`config.mk`:
```
export PLATFORM = sky130hd
export DESIGN_NAME = fb_mem_arbiter
export DESIGN_NICKNAME = d
export VERILOG_FILES = /design/src/rtl/fb_pkg.sv /design/src/rtl/fb_wr_fifo.sv /design/src/rtl/fb_mem_arbiter.sv
export SDC_FILE = /design/constraint.sdc
export NUM_CORES = 1
export LEC_CHECK = 0
export CAP_MARGIN = 20
export CORE_MARGIN = 1
export CORE_UTILIZATION = 47
export CTS_CLUSTER_SIZE = 14
export DETAILED_ROUTE_END_ITERATION = 7
export GPL_TIMING_DRIVEN = 0
export PLACE_DENSITY = 0.76
export RECOVER_POWER = 50
export SLEW_MARGIN = 15
export SYNTH_ARGS = -nofsm -noshare
export SYNTH_HDL_FRONTEND = slang
export SYNTH_SLANG_ARGS = --single-unit
```
`constraint.sdc`:
```
create_clock -name clk_50 -period 1.9 [get_ports clk_50]
set_clock_uncertainty 0.05 [all_clocks]
set_input_delay 0.285 -clock clk_50 [delete_from_list [all_inputs] [get_ports clk_50]]
set_output_delay 0.285 -clock clk_50 [all_outputs]
set_load 0.02 [all_outputs]
```
`src/rtl/fb_pkg.sv`:
```
//------------------------------------------------------------------------------
// Module   : fb_pkg
// Purpose  : Shared frame-buffer geometry, address/pixel types and arbiter states.
// Revision : 1.0 - initial release
//------------------------------------------------------------------------------
`default_nettype none

package fb_pkg;

   localparam int FB_WIDTH  = 320;
   localparam int FB_HEIGHT = 240;
   localparam int FB_PIXELS = FB_WIDTH * FB_HEIGHT;
   localparam int FB_ADDR_W = 17;

   typedef logic [23:0]          pixel_t;
   typedef logic [FB_ADDR_W-1:0] fb_addr_t;

   typedef enum logic [1:0] {
      IDLE     = 2'd0,
      PREFETCH = 2'd1,
      DRAIN    = 2'd2
   } arb_state_t;

endpackage

`default_nettype wire

```
`src/rtl/fb_wr_fifo.sv`:
```
//------------------------------------------------------------------------------
// Module   : fb_wr_fifo
// Purpose  : Small synchronous show-ahead FIFO buffering bus pixel writes.
// Revision : 1.0 - initial release
//------------------------------------------------------------------------------
`default_nettype none

module fb_wr_fifo #(
   parameter int DEPTH = 4,
   parameter int WIDTH = 41
) (
   input  logic             clk_50,
   input  logic             n_rst,
   input  logic             push,
   input  logic             pop,
   input  logic [WIDTH-1:0] din,
   output logic [WIDTH-1:0] dout,
   output logic             full,
   output logic             empty
);
   import fb_pkg::*;

   localparam int                 c_ptr_w = $clog2(DEPTH);
   localparam logic [c_ptr_w:0]   c_full  = DEPTH[c_ptr_w:0];

   logic [WIDTH-1:0]   r_mem [DEPTH];
   logic [c_ptr_w-1:0] r_wr_ptr;
   logic [c_ptr_w-1:0] r_rd_ptr;
   logic [c_ptr_w:0]   r_count;
   logic               w_do_push;
   logic               w_do_pop;

   assign full      = (r_count == c_full);
   assign empty     = (r_count == '0);
   assign w_do_pop  = pop && !empty;
   // a pop in the same cycle frees the slot, so a full FIFO may still accept
   assign w_do_push = push && (!full || w_do_pop);
   assign dout      = r_mem[r_rd_ptr];

   always_ff @(posedge clk_50 or negedge n_rst) begin
      if (!n_rst) begin
         r_wr_ptr <= '0;
         r_rd_ptr <= '0;
         r_count  <= '0;
      end else begin
         if (w_do_push) r_wr_ptr <= r_wr_ptr + c_ptr_w'(1);
         if (w_do_pop)  r_rd_ptr <= r_rd_ptr + c_ptr_w'(1);
         case ({w_do_push, w_do_pop})
            2'b10:   r_count <= r_count + (c_ptr_w + 1)'(1);
            2'b01:   r_count <= r_count - (c_ptr_w + 1)'(1);
            default: r_count <= r_count;
         endcase
      end
   end

   always_ff @(posedge clk_50) begin
      if (w_do_push) r_mem[r_wr_ptr] <= din;
   end

endmodule

`default_nettype wire

```
`src/rtl/fb_mem_arbiter.sv`:
```
//------------------------------------------------------------------------------
// Module   : fb_mem_arbiter
// Purpose  : Shares the frame-buffer SRAM between buffered bus writes and
//            display scanline prefetch (prefetch has priority).
//            Option macro FB_WRITE_SLOT_EN: lets a full write FIFO steal one
//            slot per 16 columns during prefetch.
// Revision : 1.0 - initial release
//------------------------------------------------------------------------------
`default_nettype none

module fb_mem_arbiter #(
   parameter int FB_WIDTH    = fb_pkg::FB_WIDTH,
   parameter int FB_HEIGHT   = fb_pkg::FB_HEIGHT,
   parameter int ADDR_W      = fb_pkg::FB_ADDR_W,
   parameter int DATA_W      = 24,
   parameter int WFIFO_DEPTH = 4
) (
   input  logic              clk_50,
   input  logic              n_rst,
   input  logic              wr_valid,
   output logic              wr_ready,
   input  logic [ADDR_W-1:0] wr_addr,
   input  logic [DATA_W-1:0] wr_data,
   input  logic              line_req,
   input  logic [7:0]        line_y,
   output logic              lb_wen,
   output logic [8:0]        lb_waddr,
   output logic [DATA_W-1:0] lb_wdata,
   output logic              line_done,
   output logic              mem_en,
   output logic              mem_we,
   output logic [ADDR_W-1:0] mem_addr,
   output logic [DATA_W-1:0] mem_wdata,
   input  logic [DATA_W-1:0] mem_rdata,
   output logic              overrun
);
   import fb_pkg::*;

   localparam int         c_fifo_w   = ADDR_W + DATA_W;
   localparam logic [8:0] c_last_col = 9'(FB_WIDTH - 1);

   arb_state_t          r_state;
   arb_state_t          w_state_nxt;
   logic [ADDR_W-1:0]   r_base;
   logic [ADDR_W-1:0]   w_base_nxt;
   logic [ADDR_W-1:0]   w_line_base;
   logic [8:0]          r_col;
   logic [8:0]          w_col_nxt;
   logic                r_overrun;
   logic                r_rd_vld;
   logic [8:0]          r_rd_col;
   logic                r_rd_last;
   logic                w_rd_issue;
   logic                w_rd_last;
   logic                w_req_ok;
   logic                w_slot;
   logic                w_fifo_push;
   logic                w_fifo_pop;
   logic                w_fifo_full;
   logic                w_fifo_empty;
   logic [c_fifo_w-1:0] w_fifo_din;
   logic [c_fifo_w-1:0] w_fifo_dout;

   assign w_fifo_push = wr_valid && wr_ready;
   assign w_fifo_din  = {wr_addr, wr_data};
   assign wr_ready    = !w_fifo_full;

   fb_wr_fifo #(
      .DEPTH (WFIFO_DEPTH),
      .WIDTH (c_fifo_w)
   ) u_wr_fifo (
      .clk_50 (clk_50),
      .n_rst  (n_rst),
      .push   (w_fifo_push),
      .pop    (w_fifo_pop),
      .din    (w_fifo_din),
      .dout   (w_fifo_dout),
      .full   (w_fifo_full),
      .empty  (w_fifo_empty)
   );

   generate
      if (FB_WIDTH == 320) begin : g_base_shift
         assign w_line_base = (ADDR_W'(line_y) << 8) + (ADDR_W'(line_y) << 6);
      end else begin : g_base_mult
         assign w_line_base = ADDR_W'(int'(line_y) * FB_WIDTH);
      end
   endgenerate

   assign w_req_ok = line_req && (int'(line_y) < FB_HEIGHT);

`ifdef FB_WRITE_SLOT_EN
   // one write slot is offered ahead of each 16-column group, at most once
   logic r_slot_used;

   assign w_slot = (r_state == PREFETCH) && (r_col[3:0] == 4'd0) &&
                   !r_slot_used && w_fifo_full;

   always_ff @(posedge clk_50 or negedge n_rst) begin
      if (!n_rst)                    r_slot_used <= 1'b0;
      else if (r_state != PREFETCH)  r_slot_used <= 1'b0;
      else if (w_slot)               r_slot_used <= 1'b1;
      else if (w_rd_issue)           r_slot_used <= 1'b0;
   end
`else
   assign w_slot = 1'b0;
`endif

   always_comb begin
      w_state_nxt = r_state;
      w_base_nxt  = r_base;
      w_col_nxt   = r_col;
      w_fifo_pop  = 1'b0;
      w_rd_issue  = 1'b0;
      w_rd_last   = 1'b0;
      mem_en      = 1'b0;
      mem_we      = 1'b0;
      mem_addr    = '0;
      mem_wdata   = '0;
      case (r_state)
         IDLE: begin
            if (w_req_ok) begin
               w_state_nxt = PREFETCH;
               w_base_nxt  = w_line_base;
               w_col_nxt   = '0;
            end else if (!w_fifo_empty) begin
               w_fifo_pop = 1'b1;
               mem_en     = 1'b1;
               mem_we     = 1'b1;
               mem_addr   = w_fifo_dout[c_fifo_w-1:DATA_W];
               mem_wdata  = w_fifo_dout[DATA_W-1:0];
            end
         end
         PREFETCH: begin
            if (w_slot) begin
               w_fifo_pop = 1'b1;
               mem_en     = 1'b1;
               mem_we     = 1'b1;
               mem_addr   = w_fifo_dout[c_fifo_w-1:DATA_W];
               mem_wdata  = w_fifo_dout[DATA_W-1:0];
            end else begin
               mem_en     = 1'b1;
               mem_addr   = r_base + ADDR_W'(r_col);
               w_rd_issue = 1'b1;
               w_col_nxt  = r_col + 9'd1;
               if (r_col == c_last_col) begin
                  w_rd_last   = 1'b1;
                  w_state_nxt = DRAIN;
               end
            end
         end
         DRAIN:   w_state_nxt = IDLE;
         default: w_state_nxt = IDLE;
      endcase
   end

   always_ff @(posedge clk_50 or negedge n_rst) begin
      if (!n_rst) begin
         r_state   <= IDLE;
         r_base    <= '0;
         r_col     <= '0;
         r_overrun <= 1'b0;
         r_rd_vld  <= 1'b0;
         r_rd_col  <= '0;
         r_rd_last <= 1'b0;
      end else begin
         r_state   <= w_state_nxt;
         r_base    <= w_base_nxt;
         r_col     <= w_col_nxt;
         if (line_req && (r_state != IDLE)) r_overrun <= 1'b1;
         // read data returns one cycle after issue; tag it with its column
         r_rd_vld  <= w_rd_issue;
         r_rd_col  <= r_col;
         r_rd_last <= w_rd_last;
      end
   end

   assign lb_wen    = r_rd_vld;
   assign lb_waddr  = r_rd_col;
   assign lb_wdata  = r_rd_vld ? mem_rdata : '0;
   assign line_done = r_rd_last;
   assign overrun   = r_overrun;

endmodule

`default_nettype wire

```
==> flow_metrics.py <==
metrics = {
    "timing": {
        "whs_ps": 115,
        "fin_crit_ps": 2590,
        "finalCritPeriodShare_pct": 136,
        "tightest_slew_ps": 874,
        "final-hold-violation-count": 0,
        "slew_headroom_pct": 41.7,
        "drv_slew": 0,
        "rsz0062_at_grt": "true",
        "maxClockFrequency_mhz": 387,
        "setup_viol": 45,
        "fin_ws_ps": -685,
    },
    "cells_and_area": {
        "multi_input_area_um2": 2770,
        "nets": 835,
        "seqCellArea_um2": 5960,
        "syn_to_final_growth_pct": 39.5,
        "fill_cells": 1208,
        "layout-drive-gt1-share_pct": 34.4,
        "instances_no_fill": 988,
    },
    "floorplanning": {
        "coreArea_um2": 18000,
        "die_area_um2": 18900,
        "die_h_um": 138,
        "die_w_um": 138,
        "ios": 157,
        "core.rowCount": 49,
        "start_util_pct": 48.1,
    },
    "routing": {
        "drt-total-wl_mm": 20.0,
        "drc": 0,
        "drtIter0Drc": 389,
        "avgViaCountPerCell": 5.51,
        "detail-route-antenna-nets": 0,
        "firstDrtPassIters": 5,
        "via_count": 5441,
        "routedWlPerCell_um": 20.3,
    },
    "setup_path": {
        "worst-path-max-fanout": 5,
        "arrival_ps": 2250,
        "critical_path_class": "reg -> out",
        "crit_path_start_kind": "register",
        "critPathMaxStageDelay_ps": 410,
        "crit_path_top_delay_cell": "dfrtp_1",
        "worstPathCellList": "buf_6, ha_4, a21oi_4, o22ai_4, and3_4, a221o_1, buf_6",
        "required_ps": 1560,
        "cp_common_cell": "buf_6",
        "endpoint_kind": "output pin",
    },
    "synthesis": {
        "yosysSeqAreaShare_pct": 68.9,
        "ys_ff_latch": 205,
        "yosys.area.top_type": "edfxtp_1",
        "ys_async_sr_fraction_pct": 20.0,
        "syn_nets": 615,
        "synth_top_area_share_pct": 57.0,
        "netlist_area_um2": 8640,
        "synth_area_leaders": "edfxtp_1 (57%), dfrtp_1 (12%), mux4_2 (11%)",
        "syn_area_per_cell_um2": 16.6,
        "synthCells": 520,
        "synth_commonest_cells": "edfxtp_1 (164), and2_1 (49), dfrtp_1 (41), mux4_2 (41), nand2_1 (39)",
        "synth_edf_count": 164,
        "ys.flop_type": "edfxtp_1",
        "synth_cell_types": 44,
        "yosys_warnings": 0,
        "synth_most_common_cell": "edfxtp_1",
    },
    "global_routing": {
        "grt_max_degree": 35,
        "track_usage_pct": 21.7,
        "antenna_found_initial": 5,
        "grt_pass1_wl_mm": 30.4,
        "grt_overflow": 0,
        "grt_pass1_vias": 5610,
    },
    "status": {
        "status": "finished with violations",
        "violations": "negative setup slack",
    },
    "cts": {
        "cts_tree": "yes",
        "htree_levels": 1,
        "insertion_delay_ps": 500,
        "cts_buffers": 22,
        "cts_buffer_depth": 3,
        "clk_root_buffer_cell": "clkbuf_16",
        "numClockSinks": 205,
        "clk_pin_slew_ps": 60,
    },
    "placement": {
        "hpwl_mm": 12.4,
        "portBuffers": 156,
        "dp.cells": 910,
        "routabilityCongestion": 0.870,
    },
    "worst_hold_path": {
        "holdCritPathClass": "in -> reg",
    },
    "power": {
        "p_leak_nw": 4.49,
        "vdd_drop_max_v": 0.000784,
        "pwr_density_cell_nw_per_um2": 987,
    },
    "flow_run": {
        "cap_violations": 0,
    },
}
## power breakdown
group	internal, mW	switching (mW)	leakage, nW
sequential	5.69	0.173	2.01
combinational	0.783	0.923	2.12
clock	2.64	1.69	0.359
## layout by cell type (no fill, tap or decap), types with 8 or more instances in the layout
master and count:
nand2_1 38, mux4_2 41, buf_6 56, o21ai_0 15, dfrtp_1 36, clkbuf_1 8
a22o_1 9, ha_1 10, buf_2 10, and2_1 24, and2_4 24, inv_1 9
clkdlybuf4s15_2 10, clkdlybuf4s50_1 37, buf_12 11, dlygate4sd3_1 42, nand3_1 8, nor2_1 13
dlygate4sd2_1 11, edfxtp_1 164, buf_4 19, clkbuf_16 23
## worst max-delay path, delay by kind of cell, from the launching register on
kind | cells | cell delay, ps
flip-flops | 1 | 410
AO/OA/AOI/OAI | 3 | 640
AND/OR/NAND/NOR | 1 | 180
adder cells (fa/ha/maj) | 1 | 230
buffers and inverters | 2 | 290
## final timing paths
check / from / to / slack [ps] / cells after the start
max reg2reg: u_wr_fifo.r_count[0]$_DFFE_PN0P_ / u_wr_fifo.r_count[2]$_DFFE_PN0P_ / -360 / 11
max in group asynchronous: n_rst / r_col[6]$_DFFE_PN0P_ / 310 / 3
min: line_y[6] / r_base[16]$_DFFE_PN0P_ / 120 / 3
min reg2reg: overrun$_DFFE_PN0P_ / overrun$_DFFE_PN0P_ / 420 / 1
min in group asynchronous: n_rst / r_base[11]$_DFFE_PN0P_ / 220 / 2
max: r_base[7]$_DFFE_PN0P_ / mem_addr[13] / -690 / 7
## per-stage QoR
| step | setup WS, ps | power [mW] | setup TNS [ps] | area (um^2) | util (%) |
|---|---|---|---|---|---|
| finish | -685 | 11.9 | -22130 | 12100 | 67.1 |
| global route | -753 | 12.4 | -32330 | 12100 | 67.1 |
| CTS | -724 | 12.0 | -23830 | 12000 | 67.0 |
| detailed placement | -1290 | 7.56 | -66960 | 10700 | 59.3 |
| global placement | -1250 | 7.38 | -139530 | 10600 | 58.8 |
| floorplan | -119 | 6.80 | -141 | 8710 | - |
## logic make-up after synthesis
group	share of synthesized area, %
multiplexers	11.3
AND/OR/NAND/NOR	8.82
flip-flops	68.9
AO/OA/AOI/OAI	4.40
buffers and inverters	2.06
adder cells (fa/ha/maj)	2.87
XOR/XNOR	1.72
## routing by layer
layer	part of all wire [%]	track usage [%]	vias to the layer above
li1	-	-	2448
met1	39	27.3	2686
met2	50	37.3	263
met3	8.4	4.82	42
met4	2.4	6.53	2
met5	0.065	0	-
## sequential cells by signal (all words and copies together), names as in the netlist
name	cells
u_wr_fifo.r_wr_ptr	2
overrun	1
r_state	2
r_col	9
lb_waddr	9
u_wr_fifo.r_mem	164
u_wr_fifo.r_rd_ptr	2
line_done	1
r_base	11
u_wr_fifo.r_count	3
lb_wen	1
## layout make-up
type                    count  share of cell area [%]
flip-flops and latches    205                    49.4
multi-input cells         279                    23.0
repair buffers            202                    17.3
clock buffers              27                    4.98
well taps                 229                    2.38
plain buffers              17                    1.28
clock inverters            12                    1.10
inverters                  13                   0.467
diodes                      4                  0.0830
## timing repair
action,CTS,global route
setup buffers,27,13
gates cloned,5,0
pin swaps,31,29
resized for setup,399,73
hold buffers,1,0
setup endpoints to repair,75,146
endpoints found under the hold margin,41,0
Power figures use the tool's default switching activity.
